==> src/rtl/upper_imm_ou_pkg.sv <==
// Shared configuration for the RCA operation units: datapath width,
// immediate-unit operation modes and the supported pipeline depth range.
// Latency: n/a (declarations only). Backpressure: n/a.
package rca_config;

  // Datapath width shared by every operation unit
  localparam int XLEN = 32;

  // Deepest result pipeline an operation unit may be built with
  localparam int OU_MAX_PIPE_DEPTH = 4;

  // Low immediate field used by ADDI-style arithmetic
  localparam int OU_IIMM_W = 12;

  // Operation selected per accepted operand set
  typedef enum logic [1:0] {
    OU_LUI   = 2'd0,
    OU_AUIPC = 2'd1,
    OU_ADDI  = 2'd2,
    OU_RSVD  = 2'd3
  } ou_imm_mode_t;

  // Sign-extend the low 12-bit immediate to the datapath width
  function automatic logic [XLEN-1:0] sext_iimm(input logic [XLEN-1:0] raw);
    return {{(XLEN-OU_IIMM_W){raw[OU_IIMM_W-1]}}, raw[OU_IIMM_W-1:0]};
  endfunction

endpackage

==> src/rtl/upper_imm_ou_pipe_stage.sv <==
// One result slot of the operation-unit pipeline: valid bit plus data word.
// Latency: 1 cycle from load to visible contents.
// Backpressure: none internally; the caller drives load/clr from its advance chain.
module ou_pipe_stage #(
  parameter int W = 32
) (
  input  logic         clk,
  input  logic         rst,
  input  logic         load,
  input  logic         clr,
  input  logic [W-1:0] d,
  output logic         vld,
  output logic [W-1:0] dat
);

  // Load wins over clear so a slot that hands off and refills in one cycle stays full
  always_ff @(posedge clk) begin
    if (rst) begin
      vld <= 1'b0;
      dat <= '0;
    end else if (load) begin
      vld <= 1'b1;
      dat <= d;
    end else if (clr) begin
      vld <= 1'b0;
    end
  end

endmodule

==> src/rtl/upper_imm_ou.sv <==
// Upper-immediate operation unit: LUI / AUIPC / ADDI result into a PIPE_DEPTH-deep register pipeline.
// Latency: PIPE_DEPTH cycles from operand accept to data_valid_out; 1 result per cycle sustained.
// Backpressure: stages advance only into free slots; when stage 0 cannot advance operands are not acked.
// Optional: `define RCA_OU_STALL_CNT_EN adds a saturating output-stall counter on stall_count.
module upper_imm_ou
  import rca_config::*;
#(
  parameter int PIPE_DEPTH = 2,
  parameter int IMM_W      = 20
) (
  input  logic            clk,
  input  logic            rst,
  input  logic [1:0]      mode,
  input  logic [XLEN-1:0] data_in1,
  input  logic [XLEN-1:0] data_in2,
  input  logic            data_valid_in1,
  input  logic            data_valid_in2,
  output logic            data_in_ack1,
  output logic            data_in_ack2,
  output logic            uses_data_in1,
  output logic            uses_data_in2,
  output logic [XLEN-1:0] data_out,
  output logic            data_valid_out,
  input  logic            data_out_ack,
  output logic [2:0]      occupancy,
  output logic [31:0]     stall_count,
  output logic [XLEN-1:0] addr,
  output logic [XLEN-1:0] data,
  output logic [2:0]      fn3,
  output logic            load,
  output logic            store,
  output logic            new_request,
  input  logic            lsq_full,
  input  logic [XLEN-1:0] load_data,
  input  logic            load_complete
);

  ou_imm_mode_t          mode_e;
  logic                  need2;
  logic                  ready;
  logic                  accept;
  logic [XLEN-1:0]       upper;
  logic [XLEN-1:0]       result;

  logic [PIPE_DEPTH-1:0] stg_vld;
  logic [PIPE_DEPTH-1:0] stg_move;
  logic [PIPE_DEPTH:0]   stg_free;
  logic [XLEN-1:0]       stg_dat [PIPE_DEPTH];

  assign mode_e = ou_imm_mode_t'(mode);

  // LUI never reads operand 2, so it must not wait for it or consume it
  assign need2 = (mode_e != OU_LUI);
  assign ready = data_valid_in1 && (!need2 || data_valid_in2);

  assign uses_data_in1 = 1'b1;
  assign uses_data_in2 = need2;

  // Upper immediate placed in the top IMM_W bits of the word
  assign upper = XLEN'(data_in1[IMM_W-1:0]) << (XLEN - IMM_W);

  // Result selection; sums wrap naturally at XLEN bits
  always_comb begin
    result = '0;
    case (mode_e)
      OU_LUI:   result = upper;
      OU_AUIPC: result = upper + data_in2;
      OU_ADDI:  result = data_in2 + sext_iimm(data_in1);
      default:  result = '0;
    endcase
  end

  // Advance chain, walked from the output back to stage 0: a slot is free when it is
  // empty or its occupant moves on this cycle; the slot past the end is "free" on ack
  always_comb begin
    stg_move             = '0;
    stg_free             = '0;
    stg_free[PIPE_DEPTH] = data_out_ack;
    for (int i = PIPE_DEPTH - 1; i >= 0; i--) begin
      stg_move[i] = stg_vld[i] && stg_free[i+1];
      stg_free[i] = !stg_vld[i] || stg_move[i];
    end
  end

  // Operands are taken only when stage 0 can hold the result; nothing is acked in reset
  assign accept       = !rst && ready && stg_free[0];
  assign data_in_ack1 = accept;
  assign data_in_ack2 = accept && need2;

  // Stage 0 captures the fresh result; later stages take the previous stage's word
  for (genvar g = 0; g < PIPE_DEPTH; g++) begin : g_stage
    logic            stg_load;
    logic [XLEN-1:0] stg_din;

    if (g == 0) begin : g_head
      assign stg_load = accept;
      assign stg_din  = result;
    end else begin : g_body
      assign stg_load = stg_move[g-1];
      assign stg_din  = stg_dat[g-1];
    end

    ou_pipe_stage #(
      .W(XLEN)
    ) u_stage (
      .clk  (clk),
      .rst  (rst),
      .load (stg_load),
      .clr  (stg_move[g]),
      .d    (stg_din),
      .vld  (stg_vld[g]),
      .dat  (stg_dat[g])
    );
  end

  assign data_out       = stg_dat[PIPE_DEPTH-1];
  assign data_valid_out = stg_vld[PIPE_DEPTH-1];

  // Occupancy is the population count of stage valid bits
  always_comb begin
    occupancy = '0;
    for (int i = 0; i < PIPE_DEPTH; i++) begin
      occupancy = occupancy + 3'(stg_vld[i]);
    end
  end

`ifdef RCA_OU_STALL_CNT_EN
  logic [31:0] stall_cnt_q;

  // Count cycles where a result waits at the output; hold at all-ones instead of wrapping
  always_ff @(posedge clk) begin
    if (rst) begin
      stall_cnt_q <= '0;
    end else if (data_valid_out && !data_out_ack && (stall_cnt_q != '1)) begin
      stall_cnt_q <= stall_cnt_q + 32'd1;
    end
  end

  assign stall_count = stall_cnt_q;
`else
  assign stall_count = '0;
`endif

  // This unit never touches memory; the LSQ side is tied off
  assign addr        = '0;
  assign data        = '0;
  assign fn3         = '0;
  assign load        = 1'b0;
  assign store       = 1'b0;
  assign new_request = 1'b0;

  logic unused_ok;
  assign unused_ok = ^{lsq_full, load_data, load_complete, data_in1};

endmodule

==> config.mk <==
export PLATFORM = sky130hd
export DESIGN_NAME = upper_imm_ou
export DESIGN_NICKNAME = d
export VERILOG_FILES = /design/src/rtl/upper_imm_ou_pkg.sv /design/src/rtl/upper_imm_ou_pipe_stage.sv /design/src/rtl/upper_imm_ou.sv
export SDC_FILE = /design/constraint.sdc
export NUM_CORES = 1
export LEC_CHECK = 0
export ABC_AREA = 1
export ABC_CLOCK_PERIOD_IN_PS = 2100
export BUFFER_PORTS_ARGS = -buffer_cell sky130_fd_sc_hd__clkbuf_2
export CORE_MARGIN = 5
export CORE_UTILIZATION = 52
export CTS_CLUSTER_SIZE = 10
export DETAILED_ROUTE_END_ITERATION = 6
export PLACE_DENSITY_LB_ADDON = 0.12
export REMOVE_ABC_BUFFERS = 1
export SLEW_MARGIN = 20
export SYNTH_ARGS = -nofsm -noshare
export SYNTH_HDL_FRONTEND = slang
export SYNTH_SLANG_ARGS = --single-unit
==> constraint.sdc <==
create_clock -name clk -period 2.1 [get_ports clk]
set_input_delay 0.105 -clock clk [delete_from_list [all_inputs] [get_ports clk]]
set_output_delay 0.105 -clock clk [all_outputs]
set_load 0.02 [all_outputs]
* Word level (Yosys, flattened, before mapping)
Index checks and enable logic that the tools add are counted.
W data, S select, Z words.
** Word-level totals
- Flip-flop bits (word level) :: 66
- Latch bits :: 0
- Memory bits (writable) :: 0
- Memory bits (read-only) :: 0
- Input port bits :: 105
- Output and inout port bits :: 142
- Word-level logic and storage cells :: 31
- Memories :: 0
** Operators by class
- Add/sub/neg operators :: 3
- Multipliers :: 0
- Divide/modulo/power cells :: 0
- $lt $le $gt $ge :: 0
- Equal/unequal tests :: 2
- Shift-type cells :: 0
- Muxes and demuxes :: 5
- Bitwise gates (word level) :: 0
- Reductions and logical operators :: 17
** Operator list (number)
- $pmux W32 S3 :: 1
- $add A32 B32 Y32 :: 2
- $logic_and A1 B1 Y1 :: 6
- $reduce_bool A2 Y1 :: 3
- $logic_not A1 Y1 :: 4
- $mux W1 :: 4
- $logic_or A1 B1 Y1 :: 3
- $add A1 B1 Y2 :: 1
- $eq A2 B1 Y1 const B :: 1
- $eq A2 B2 Y1 const B :: 1
- $logic_not A2 Y1 :: 1

* Logic depth before layout (Yosys ltp)
Gate-level depths: netlist of the first run.
- Word-level depth :: 7
- Gate-level depth with buffers :: 17
- Depth with buffers taken out :: 17

* Cells and area by module
A second synthesis of the first run with hierarchy kept.
** Unflattened totals
- Cells, all modules :: 1236
- Area, all modules :: 7322.0 µm²
** Modules (own cells, without submodules)
- upper_imm_ou :: instances 1, cells each 950, area an instance 5017.3 µm², sequential area each 0.0 µm²
- ou_pipe_stage :: instances 2, cells each 143, area an instance 1152.4 µm², sequential area each 660.6 µm²

* Worst setup path before layout of the first run
OpenSTA, ideal clock, no wires.
- Kind :: input to register
- From :: in data_in1[0]
- To :: reg g_stage[0].u_stage.dat[16]
- Library setup time :: 0.134 ns
- Arrival :: 1.592 ns
- Required time :: 1.966 ns
- Setup slack :: 0.374 ns
- Cell stages on the path :: 10
- Buffers on the path :: 0
- Cell sequence :: ha_1 -> fa_1 -> nand3_1 -> nand3_1 -> or2_2 -> a32o_1 -> inv_1 -> nand2_1 -> nand2_1 -> a21oi_1
** On the way
- Cells in the longest elaborated chain, start to end :: 2
- Elaborated cells on any way between the ends :: 3
- Those cells by class :: add/sub: 2; mux: 1
** RTL lines
- from (decl) :: RTL line upper_imm_ou.sv:14 : input logic [XLEN-1:0] data_in1,
- $add A32 B32 Y32, on equally long branches :: RTL line upper_imm_ou.sv:68, upper_imm_ou.sv:67
- $pmux W32 S3 * :: RTL line upper_imm_ou.sv:65 : case (mode_e)
- to (signal assigned) :: RTL line upper_imm_ou_pipe_stage.sv:20 : dat <= '0;
- to (signal assigned) :: RTL line upper_imm_ou_pipe_stage.sv:23 : dat <= d;
- to (decl) :: RTL line upper_imm_ou_pipe_stage.sv:13 : output logic [W-1:0] dat
Mark *: on every way between the ends. The rest lies on a longest branch, timed or not.
A chain may end at the register's enable or synchronous reset.

* Final worst setup path of the first run
- From :: reg g_stage[1].u_stage.vld
- To :: out data_in_ack2
** On the way
- Cells in the longest elaborated chain, start to end :: 6
- Elaborated cells on any way between the ends :: 7
- Those cells by class :: reduce/logical: 7
** RTL lines
- from (decl) :: RTL line upper_imm_ou_pipe_stage.sv:12 : output logic vld,
- from (signal assigned) :: RTL line upper_imm_ou_pipe_stage.sv:19 : vld <= 1'b0;
- from (signal assigned) :: RTL line upper_imm_ou_pipe_stage.sv:22 : vld <= 1'b1;
- from (signal assigned) :: RTL line upper_imm_ou_pipe_stage.sv:25 : vld <= 1'b0;
- $logic_not A1 Y1 / $logic_and A1 B1 Y1 (equally long branches) :: RTL line upper_imm_ou.sv:81, upper_imm_ou.sv:80
- $logic_or A1 B1 Y1 * :: RTL line upper_imm_ou.sv:81 : stg_free[i] = !stg_vld[i] || stg_move[i];
- $logic_and A1 B1 Y1 * :: RTL line upper_imm_ou.sv:80 : stg_move[i] = stg_vld[i] && stg_free[i+1];
- $logic_or A1 B1 Y1 * :: RTL line upper_imm_ou.sv:81
- $logic_and A1 B1 Y1 * :: RTL line upper_imm_ou.sv:86 : assign accept = !rst && ready && stg_free[0];
- $logic_and A1 B1 Y1 * :: RTL line upper_imm_ou.sv:88 : assign data_in_ack2 = accept && need2;
- to (decl) :: RTL line upper_imm_ou.sv:19 : output logic data_in_ack2,
Marks and branches as above.

==> reports/qor.yml, run 1 <==
synth-simple-area-share_pct: 38.3
post_cts_resize_count: 0
p_leak_nw: 4.38
cts_tree: "done"
relSlewSlack_pct: 65.9
place_area_um2: 7540
routedWlPerCell_um: 13.9
wl_met3_mm: 1.59
end_kind: "output port"
io_pins: 247
rows: 42
final_common_cell: "nand2_1"
die_x_um: 127
grt_max_degree: 38
die_area_um2: 16200
final.setup_skew_ns: 0.00586
worstRegToRegCells: 8
antenna_found_initial: 0
clkLatencyLatePin_ns: 0.33
switchingPower_mw: 1.69
period_share_pct: 88.4
min_period_ns: 1.86
avgSynthCellArea_um2: 5.86
vias: 7441
initial_utilization_pct: 53.5
clockBufferDepth: 2
switching_share_pct: 38.4
met1_length_mm: 9.97
vdd_ir_drop_max_mv: 0.446
fmax_mhz: 538
synth_top_family_by_area: "simple AND/OR/NAND/NOR gates"
path_class: "flop to output port"
finalHoldViolCount: 0
hold_path_class: "input pin to flop"
rsz0062_at_grt: "false"
p_comb_share_pct: 38.7
first_global_vias: 6526
synth.area.mux_share_pct: 0
pwr-share-clk_pct: 30.5
cts_buffers: 9
root_buffer: "clkbuf_16"
syn_inst: 1218
synth_edf_count: 0
cp_max_fo: 26
yosysUniqueCellTypes: 42
crit_path_start_kind: "flop"
ctsHoldBuffers: 0
diodes: 0
area_growth_pct: 9.39
clock_sinks: 66
yosys_register_bits: 66
totalWireLength_mm: 20.8
place_congestion: 0.968
maxUsedRoutingLayer: "met4"
synth-async-reset-ratio_pct: 0
grt_pass1_wl_mm: 32.8
synth_xor_area_share_pct: 0.368
ys.flop_type: "dfxtp_1"
finalPower_mw: 4.40
synth_area_um2: 7140
via_per_inst: 4.95
outcome: "finished clean"
routed-wl-met2_mm: 9.06
core-area_um2: 13300
pwr-share-seq_pct: 30.8
first_pass_iters: 5
synth-seq-area-share_pct: 18.5
drive_above_1_share_pct: 13.8
synth-compound-area-share_pct: 12.2
min_path_cells: 3
final_cell_mix: "nand2_1 (361), inv_1 (154), nor2_1 (146), conb_1 (104), clkbuf_2 (96)"
yosys_warnings: 0
cellPowerDensity_nw_per_um2: 564
die_y_um: 127
critPathArrivalTime_ns: 1.75
gr-total-overflow: 0
final_nets: 1481
port_buffers: 96
place_hpwl_mm: 17.3
drcViolationCount: 0
worst_slew_pin_slew_ns: 0.512
cts_post_setup_buffers_inserted: 0
required_ns: 2.00
finalInstanceArea_um2: 7810
power.internal_mw: 2.71
cts.clk_slew.worst_paths_ns: 0.05
finalSetupViolCount: 0
synth_fa_ha_area_share_pct: 9.32
final_util_pct: 58.5
h-tree-depth: 3
maxCapViolations: 0
track_usage_pct: 25.2
slew_viol_final: 0
ant_nets: 0
drt_iter0_drc: 537
[critical path, stage by stage (launching register included)]
cell	delay, ns
dfxtp_1	0.35
nand2_1	0.10
nor2_1	0.21
nor2_4	0.11
inv_4	0.13
nor2_8	0.05
inv_4	0.22
nor2_1	0.07
clkbuf_2	0.16
[cell usage after synthesis, drive strengths merged, types with 6 or more instances]
| cell type | number | area [um2] |
|---|---|---|
| a21oi | 82 | 437 |
| buf | 113 | 845 |
| clkbuf | 16 | 73.8 |
| dfxtp | 66 | 1320 |
| ha | 50 | 626 |
| inv | 158 | 598 |
| nand2 | 376 | 1450 |
| nand3 | 84 | 445 |
| nand3b | 10 | 75.1 |
| nand4 | 6 | 37.5 |
| nor2 | 156 | 629 |
| o21ai | 63 | 315 |
| or2 | 8 | 50.1 |
[sequential cells by signal, indices dropped and copies added, names as in the netlist]
signal and count:
g_stage.u_stage.vld 2, g_stage.u_stage.dat 64
[logic make-up (layout without fill, tap and decap cells)]
kind of cell,Yosys count,count (layout)
AO/OA/AOI/OAI,161,161
XOR/XNOR,3,3
adder cells (fa/ha/maj),52,52
buffers and inverters,287,295
flip-flops,66,66
other,2,104
AND/OR/NAND/NOR,647,647
[metrics by stage]
step | hold WS (ns) | instances | setup TNS, ns | setup WS, ns
floorplan | 0.167 | 1191 | -0.0142 | -0.0142
finish | 0.0673 | 1504 | 0 | 0.243
global route | 0.0901 | 1504 | 0 | 0.0823
detailed placement | 0.399 | 1489 | -0.0631 | -0.0300
global placement | 0.399 | 1489 | -0.00153 | -0.00153
CTS | 0.0528 | 1504 | 0 | 0.227
[worst paths after layout]
check,start,endpoint,slack [ns]
worst max-delay path,g_stage[1].u_stage.vld,data_in_ack2,0.24
worst min-delay path,data_in2[0],g_stage[0].u_stage.dat[0],0.07
worst max register to register,g_stage[1].u_stage.vld,g_stage[0].u_stage.dat[29],0.49
worst min register to register,g_stage[0].u_stage.dat[27],g_stage[0].u_stage.dat[27],0.46
[routing by layer]
metal | GRT usage, % | vias up
met1 | 36.5 | 3327
met4 | 5.74 | 0
met5 | 0 | -
met3 | 3.17 | 18
met2 | 39.8 | 250
li1 | - | 3846
[area by class of cell]
class | instances | area [um2]
Inverter | 158 | 598
Sequential cell | 66 | 1320
Multi-Input combinational cell | 967 | 4690
Timing Repair Buffer | 122 | 713
Clock inverter | 2 | 12.5
Clock buffer | 13 | 260
Tap cell | 176 | 220
Fill cell | 1449 | 5540
[power by group through the flow]
stage                     Sequential (mW)  Combinational, mW  Clock [mW]
after floorplan                      1.43               1.12           0
after global placement               1.38               1.66           0
after detailed placement             1.38               1.67           0
after CTS                            1.36               1.68        1.37
after global routing                 1.36               1.91        1.43
final                                1.36               1.70        1.34
Note: power is estimated with default switching activity, not from simulation.
==> run 2: changes to the inputs <==
- SYNTH_HIERARCHICAL: default -> 1
==> run 2 against run 1 <==
Against the previous run: setup slack better by 0.086 ns; count of clock-buffer cells in the layout shrank 2; critical endpoint is now g_stage[0].u_stage/dat[28]; fmax up 4.9%; worst hold slack got worse by 0.031 ns; global-route usage fell by 1.8 points; combinational power about the same; critical path type is now input pin to flop; via count shrank 1.1%; clock skew decreased by 0.0015 ns; cell count rose by 1.1%; synthesized area rose by 2.5%; largest power group unchanged.
==> reports/qor.yml, run 2 <==
avgSynthCellArea_um2: 5.92  # was 5.86 um2
power.internal_mw: 2.84  # was 2.71 mW
synth-async-reset-ratio_pct: 0  # unchanged
cts_tree: "done"  # unchanged
drcViolationCount: 0  # unchanged
ant_nets: 0  # unchanged
clock_sinks: 66  # unchanged
hold_path_class: "input pin to flop"  # unchanged
io_pins: 247  # unchanged
h-tree-depth: 3  # unchanged
rsz0062_at_grt: "false"  # unchanged
critPathArrivalTime_ns: 1.98  # was 1.75 ns
initial_utilization_pct: 53.0  # was 53.5%
cp_max_fo: 8  # was 26
worst_slew_pin_slew_ns: 0.581  # was 0.512 ns
synth_area_leader_cell: "dfxtp_1"  # was nand2_1
die_y_um: 129  # was 127 um
yosysUniqueCellTypes: 43  # was 42
switching_share_pct: 37.8  # was 38.4%
pwr-share-clk_pct: 32.6  # was 30.5%
largest_reg_flops: 64  # unchanged
ys.flop_type: "dfxtp_1"  # unchanged
period_share_pct: 84.3  # was 88.4%
grt_pass1_wl_mm: 31.4  # was 32.8 mm
finalPower_mw: 4.57  # was 4.40 mW
switchingPower_mw: 1.73  # was 1.69 mW
routedWlPerCell_um: 13.1  # was 13.9 um
synth_edf_count: 0  # unchanged
end_kind: "flop"  # was output port
vias: 7357  # was 7,441
totalWireLength_mm: 19.9  # was 20.8 mm
final_nets: 1493  # was 1,481
drt_iter0_drc: 600  # was 537
synth_area_um2: 7320  # was 7140 um2
place_hpwl_mm: 16.6  # was 17.3 mm
post_cts_resize_count: 0  # unchanged
cp_cell_sequence: "clkbuf_2 > buf_4 > ha_1 > nand2_1 > inv_1 > a21oi_1 > nand2_1 > a21oi_1 > nand3_1 > nand3_1 > nand3_1 > nor2_1 > nor2_1"  # was nand2_1 > nor2_1 > nor2_4 > inv_4 > nor2_8 > inv_4 > nor2_1 > clkbuf_2
yosys_warnings: 6  # was 0
via_per_inst: 4.84  # was 4.95
final.setup_skew_ns: 0.00437  # was 0.00586 ns
min_period_ns: 1.77  # was 1.86 ns
multiInputGateArea_um2: 4830  # was 4690 um2
area_growth_pct: 8.53  # was 9.39%
final_common_cell: "nand2_1"  # unchanged
cts_buffers: 9  # unchanged
syn_inst: 1236  # was 1,218
ff2ff_setup_slack_ns: 0.68  # was 0.49 ns
finalHoldViolCount: 0  # unchanged
outcome: "finished clean"  # unchanged
ys_top_cells_by_area: "dfxtp_1 (18%), nand2_1 (17%), buf_4 (11%), nor2_1 (9.5%), ha_1 (8.5%)"  # was nand2_1 (19%), dfxtp_1 (19%), buf_4 (11%), ha_1 (8.8%), inv_1 (8.1%)
p_leak_nw: 4.68  # was 4.38 nW
max_stage_delay_ns: 0.35  # about the same
top_regs: "g_stage.u_stage/dat (64), g_stage.u_stage/vld (2)"  # was g_stage.u_stage.dat (64), g_stage.u_stage.vld (2)
first_global_vias: 6557  # was 6,526
synth-seq-area-share_pct: 18.0  # was 18.5%
maxCapViolations: 0  # unchanged
rows: 43  # was 42
fmax_mhz: 565  # was 538 MHz
place_congestion: 0.970  # was 0.968
pwr-share-seq_pct: 30.1  # was 30.8%
first_pass_iters: 5  # unchanged
drive_above_1_share_pct: 15.3  # was 13.8%
ys_top_cells_by_count: "nand2_1 (329), nor2_1 (185), inv_1 (152)"  # was nand2_1 (361), inv_1 (154), nor2_1 (146)
yosys_register_bits: 66  # unchanged
grt_max_degree: 34  # was 38
p_comb_share_pct: 37.4  # was 38.7%
cts_post_setup_buffers_inserted: 0  # unchanged
setup-tns-final_ns: 0  # unchanged
required_ns: 2.31  # was 2.00 ns
clockBufferDepth: 2  # unchanged
synth.most_common_cell: "nand2_1"  # unchanged
core-area_um2: 13800  # was 13,300 um2
die_area_um2: 16600  # was 16,200 um2
regMostFlops: "g_stage.u_stage/dat"  # was g_stage.u_stage.dat
crit_path_start_kind: "input pin"  # was flop
path_class: "input pin to flop"  # was flop to output port
seq_area_um2: 1320  # unchanged
cp.buffers_inverters: 3  # unchanged
crit_top_cell: "nand3_1"
finalSetupViolCount: 0  # unchanged
die_x_um: 129  # was 127 um
slew_viol_final: 0  # unchanged
final.fill_count: 1479  # was 1,449
relSlewSlack_pct: 61.2  # was 65.9%
cts.clk_slew.worst_paths_ns: 0.05  # about the same
ctsHoldBuffers: 0  # unchanged
clkLatencyLatePin_ns: 0.32  # was 0.33 ns
antenna_found_initial: 0  # unchanged
crit_family: "simple AND/OR/NAND/NOR gates"  # unchanged
synth_top_area_share_pct: 18.0  # was 19.0%
diodes: 0  # unchanged
final_cell_mix: "nand2_1 (329), nor2_1 (185), inv_1 (152), conb_1 (104), clkbuf_2 (96)"  # was nand2_1 (361), inv_1 (154), nor2_1 (146), conb_1 (104), clkbuf_2 (96)
cellPowerDensity_nw_per_um2: 575  # was 564 nW/um2
track_usage_pct: 23.4  # was 25.2%
worst_path_max_delay_cell: "ha_1"  # was dfxtp_1
vdd_ir_drop_max_mv: 0.575  # was 0.446 mV
gr-total-overflow: 0  # unchanged
root_buffer: "clkbuf_16"  # unchanged
port_buffers: 96  # unchanged
-- run 2: changes by cell type after synthesis, sizes merged, moves of 5 or more --
cell	before	now
nor2	156	200
a21oi	82	54
nand2	376	351
o21ai	63	87
inv	158	165
a22oi	5	0
-- run 2: path summary, 6_finish.rpt --
kind | startpoint | to | cells past startpoint
hold reg to reg | g_stage[0].u_stage/dat[4] | g_stage[1].u_stage/dat[4] | 2
setup reg to reg | g_stage[1].u_stage/vld | g_stage[0].u_stage/dat[0] | 4
hold / removal | rst | g_stage[1].u_stage/vld | 2
setup / recovery | data_in1[11] | g_stage[0].u_stage/dat[28] | 13
-- run 2: power groups by stage --
stage	Combinational, mW	Sequential (mW)	Clock (mW)
after floorplan	1.17	1.45	0
after global placement	1.68	1.40	0
after detailed placement	1.69	1.40	0
after CTS	1.70	1.38	1.53
after global routing	1.92	1.39	1.58
final	1.71	1.38	1.49
-- run 2: worst register-to-register path, stage by stage, from the launching register on --
cell and delay [ns]:
dfxtp_1 0.38, a311oi_4 0.34, inv_2 0.30, nor2_1 0.23
nor2_1 0.06
-- run 2: cell type report --
class	count	share of cell area, %
clock buffer	11	3.18
tap	180	2.83
sequential	66	16.6
inverter	165	7.79
clock inverter	5	0.661
timing repair buffer	115	8.16
multi-input combinational	979	60.7
-- run 2: metrics by stage --
step | cells | util, % | hold WS, ns | instance area (um2) | setup WS, ns
2_1_floorplan | 1210 | - | 0.174 | 6750 | -1.59
3_3_place_gp | 1505 | 55.3 | 0.368 | 7640 | 0.0336
3_5_place_dp | 1505 | 55.3 | 0.373 | 7640 | 0.0223
4_1_cts | 1521 | 57.5 | 0.0289 | 7950 | 0.361
5_1_grt | 1521 | 57.5 | 0.0284 | 7950 | 0.124
6_report | 1521 | 57.5 | 0.0362 | 7950 | 0.329
-- run 2: metal layers --
layer | vias up | share of wire, % | track usage, %
met4 | 0 | 2.9 | 7.66
met2 | 236 | 45 | 38.4
met3 | 31 | 6.3 | 3.24
li1 | 3876 | - | -
met1 | 3214 | 46 | 31.6
met5 | - | 0 | 0
-- run 2: logic make-up (layout without fill, tap and decap cells) --
| group | Yosys count | in the layout | synth area share, % |
|---|---|---|---|
| and+or+nand+nor | 664 | 664 | 39.0 |
| buffers and inverters | 293 | 296 | 21.5 |
| other | 2 | 104 | 0.103 |
| xor gates and xnor gates | 2 | 2 | 0.239 |
| adders and majority gates | 52 | 52 | 9.09 |
| DFF | 66 | 66 | 18.0 |
| AOI/OAI and AO/OA | 157 | 157 | 11.9 |
==> run 3: changes to the inputs <==
- ABC_CLOCK_PERIOD_IN_PS: 2100 -> 1500
- CORE_UTILIZATION: 52 -> 47
- clock period: 2.1 -> 1.5 ns (I/O delays scaled with it)
==> run 3 against run 2 <==
Against the previous run: utilization up 9.8 points; non-clock buffer count up 140; worst hold slack better by 0.033 ns; combinational power up 100%; global-route usage up 2.5 points; critical endpoint is now g_stage[0].u_stage/dat[6]; the run now ends with negative setup slack left; flip-flop and latch count unchanged; setup slack worse by 0.43 ns; highest routed layer unchanged; cell count up 11%; cell area up 29%; critical path depth up 5; clock skew up 0.0019 ns.
==> reports/qor.yml, run 3 (synthesis gave the netlist of run 2 again) <==
track_usage_pct: 25.9  # was 23.4%
top_regs: "g_stage.u_stage/dat (64), g_stage.u_stage/vld (2)"  # unchanged
setup_ws_ns: -0.0979  # was 0.329 ns
core-area_um2: 15300  # was 13,800 um2
whs_ns: 0.0688  # was 0.0362 ns
clock_sinks: 66  # unchanged
regMostFlops: "g_stage.u_stage/dat"  # unchanged
rows: 45  # was 43
grt_pass1_wl_mm: 37.6  # was 31.4 mm
area_growth_pct: 40.2  # was 8.53%
worst_slew_pin_slew_ns: 0.583  # was 0.581 ns
rsz0062_at_grt: "true"  # was false
end_kind: "flop"  # unchanged
violations: "negative setup slack"
crit_start: "data_in1[0]"  # was data_in1[11]
place_hpwl_mm: 19.6  # was 16.6 mm
pwr-share-clk_pct: 25.9  # was 32.6%
period_share_pct: 107
maxCapViolations: 0  # unchanged
switchingPower_mw: 2.89  # was 1.73 mW
slew_viol_final: 0  # unchanged
largest_reg_flops: 64  # unchanged
gr-total-overflow: 0  # unchanged
h-tree-depth: 3  # unchanged
ff2ff_setup_slack_ns: 0.11  # was 0.68 ns
root_buffer: "clkbuf_16"  # unchanged
port_buffers: 96  # unchanged
min_path_cells: 6  # was 2
final_common_cell: "nand2_1"  # unchanged
diodes: 0  # unchanged
drt_iter0_drc: 388  # was 600
hold_path_class: "input pin to flop"  # unchanged
path_class: "input pin to flop"  # unchanged
setup-tns-final_ns: -0.453  # was 0 ns
die_area_um2: 18200  # was 16,600 um2
min_period_ns: 1.60
initial_utilization_pct: 48.0  # was 53.0%
cts_tree: "done"  # unchanged
first_global_vias: 7592  # was 6,557
r2r_end: "g_stage[0].u_stage/dat[18]"  # was g_stage[0].u_stage/dat[0]
routedWlPerCell_um: 15.0  # was 13.1 um
finalInstanceArea_um2: 10300  # was 7950 um2
final_nets: 1633  # was 1,493
drive_above_1_share_pct: 36.0  # was 15.3%
reg2reg_from: "g_stage[0].u_stage/vld"  # was g_stage[1].u_stage/vld
dpl_worst_slack_ns: -0.660  # was 0.0223 ns
p_comb_share_pct: 47.7  # was 37.4%
final.setup_skew_ns: 0.00627  # was 0.00437 ns
final_cell_mix: "nand2_1 (268), nor2_1 (156), buf_4 (147), inv_1 (140), conb_1 (104)"  # was nand2_1 (329), nor2_1 (185), inv_1 (152), conb_1 (104), clkbuf_2 (96)
drcViolationCount: 0  # unchanged
via_per_inst: 4.92  # was 4.84
pwr-share-seq_pct: 26.4  # was 30.1%
worstHoldStart: "data_out_ack"  # was rst
final_util_pct: 67.3  # was 57.5%
first_pass_iters: 5  # unchanged
switching_share_pct: 39.6  # was 37.8%
critPathArrivalTime_ns: 1.82  # was 1.98 ns
io_pins: 247  # unchanged
p_leak_nw: 5.53  # was 4.68 nW
finalPower_mw: 7.30  # was 4.57 mW
vias: 8319  # was 7,357
clockBufferDepth: 2  # unchanged
outcome: "complete, but fails checks"  # was finished clean
place_congestion: 0.993  # was 0.970
cts.clk_slew.worst_paths_ns: 0.05  # about the same
finalNonFillerCells: 1692  # was 1,521
fmax_mhz: 626
finalSetupViolCount: 15  # was 0
ant_nets: 0  # unchanged
finalHoldViolCount: 0  # unchanged
place_area_um2: 8590  # was 7640 um2
clkLatencyLatePin_ns: 0.33  # was 0.32 ns
worstRegToRegCells: 7  # was 4
relSlewSlack_pct: 61.1  # was 61.2%
cts_buffers: 9  # unchanged
holdPathEnd: "g_stage[1].u_stage/vld"  # unchanged
cp_max_fo: 4  # was 8
cellPowerDensity_nw_per_um2: 712  # was 575 nW/um2
antenna_found_initial: 0  # unchanged
die_y_um: 135  # was 129 um
vdd_ir_drop_max_mv: 0.633  # was 0.575 mV
die_x_um: 135  # was 129 um
power.internal_mw: 4.41  # was 2.84 mW
crit_path_start_kind: "input pin"  # unchanged
required_ns: 1.72  # was 2.31 ns
place.detailed.instances: 1654  # was 1,505
grt_max_degree: 34  # unchanged
totalWireLength_mm: 25.3  # was 19.9 mm
==> run 3: changes by cell type in the layout (fill, tap and decap cells not counted), moves of 13 or more <==
| cell | change |
|---|---|
| a21oi_1 | -15 |
| a21oi_2 | +13 |
| buf_4 | +130 |
| clkbuf_2 | -14 |
| ha_1 | -41 |
| ha_4 | +38 |
| nand2_1 | -61 |
| nand2_2 | +49 |
| nand3_1 | -28 |
| nand3_2 | +23 |
| nor2_1 | -29 |
| nor2_2 | +18 |
==> run 3: worst max-delay path by stage <==
stage,cells past startpoint,slack (ns),endpoint
final,18,-0.1,g_stage[0].u_stage/dat[6]
after global routing,15,-0.18,g_stage[0].u_stage/dat[30]
after CTS,19,-0.07,g_stage[0].u_stage/dat[30]
after detailed placement,17,-0.66,g_stage[0].u_stage/dat[24]
after global placement,17,-0.70,g_stage[0].u_stage/dat[24]
after floorplan,6,-2.16,g_stage[0].u_stage/dat[29]
==> run 3: what timing repair did <==
action,4_1_cts,5_1_grt
pin swaps,46,76
resized for setup,129,144
hold endpoints to repair,1,0
cloned,1,0
endpoints found under the setup margin,27,26
hold buffers,2,0
setup buffers,8,11
==> run 3: metal layers <==
metal,track usage [%],wire length (um),part of all wire (%)
met3,3.80,1400,5.5
met4,11.7,1110,4.4
met5,0,0,0
met1,32.0,10600,42
met2,44.6,12300,48
==> run 3: critical path: stages <==
cell	delay, ns
buf_8	0.09
buf_6	0.10
ha_4	0.13
inv_2	0.03
fa_2	0.32
inv_2	0.09
nand3_2	0.09
nand3_4	0.10
nand2_2	0.06
nand2_2	0.08
buf_4	0.11
buf_4	0.09
buf_4	0.10
a21oi_2	0.04
o21ai_1	0.07
nand2_1	0.10
nor2_1	0.11
nor2_1	0.04
==> run 3: layout make-up <==
class / instances / area, um2
inverter: 165 / 627
clock buffer: 12 / 246
tap: 211 / 264
timing repair buffer: 255 / 1830
multi-input combinational: 979 / 5940
sequential: 66 / 1330
clock inverter: 4 / 27.5
fill: 1440 / 4990
==> run 3: power by group through the flow <==
stage | combinational, mW | clock, mW | sequential [mW]
finish | 3.48 | 1.90 | 1.93
global route | 3.78 | 2.03 | 1.94
CTS | 3.14 | 1.94 | 1.93
detailed placement | 2.81 | 0 | 1.96
global placement | 2.80 | 0 | 1.96
floorplan | 1.63 | 0 | 2.03
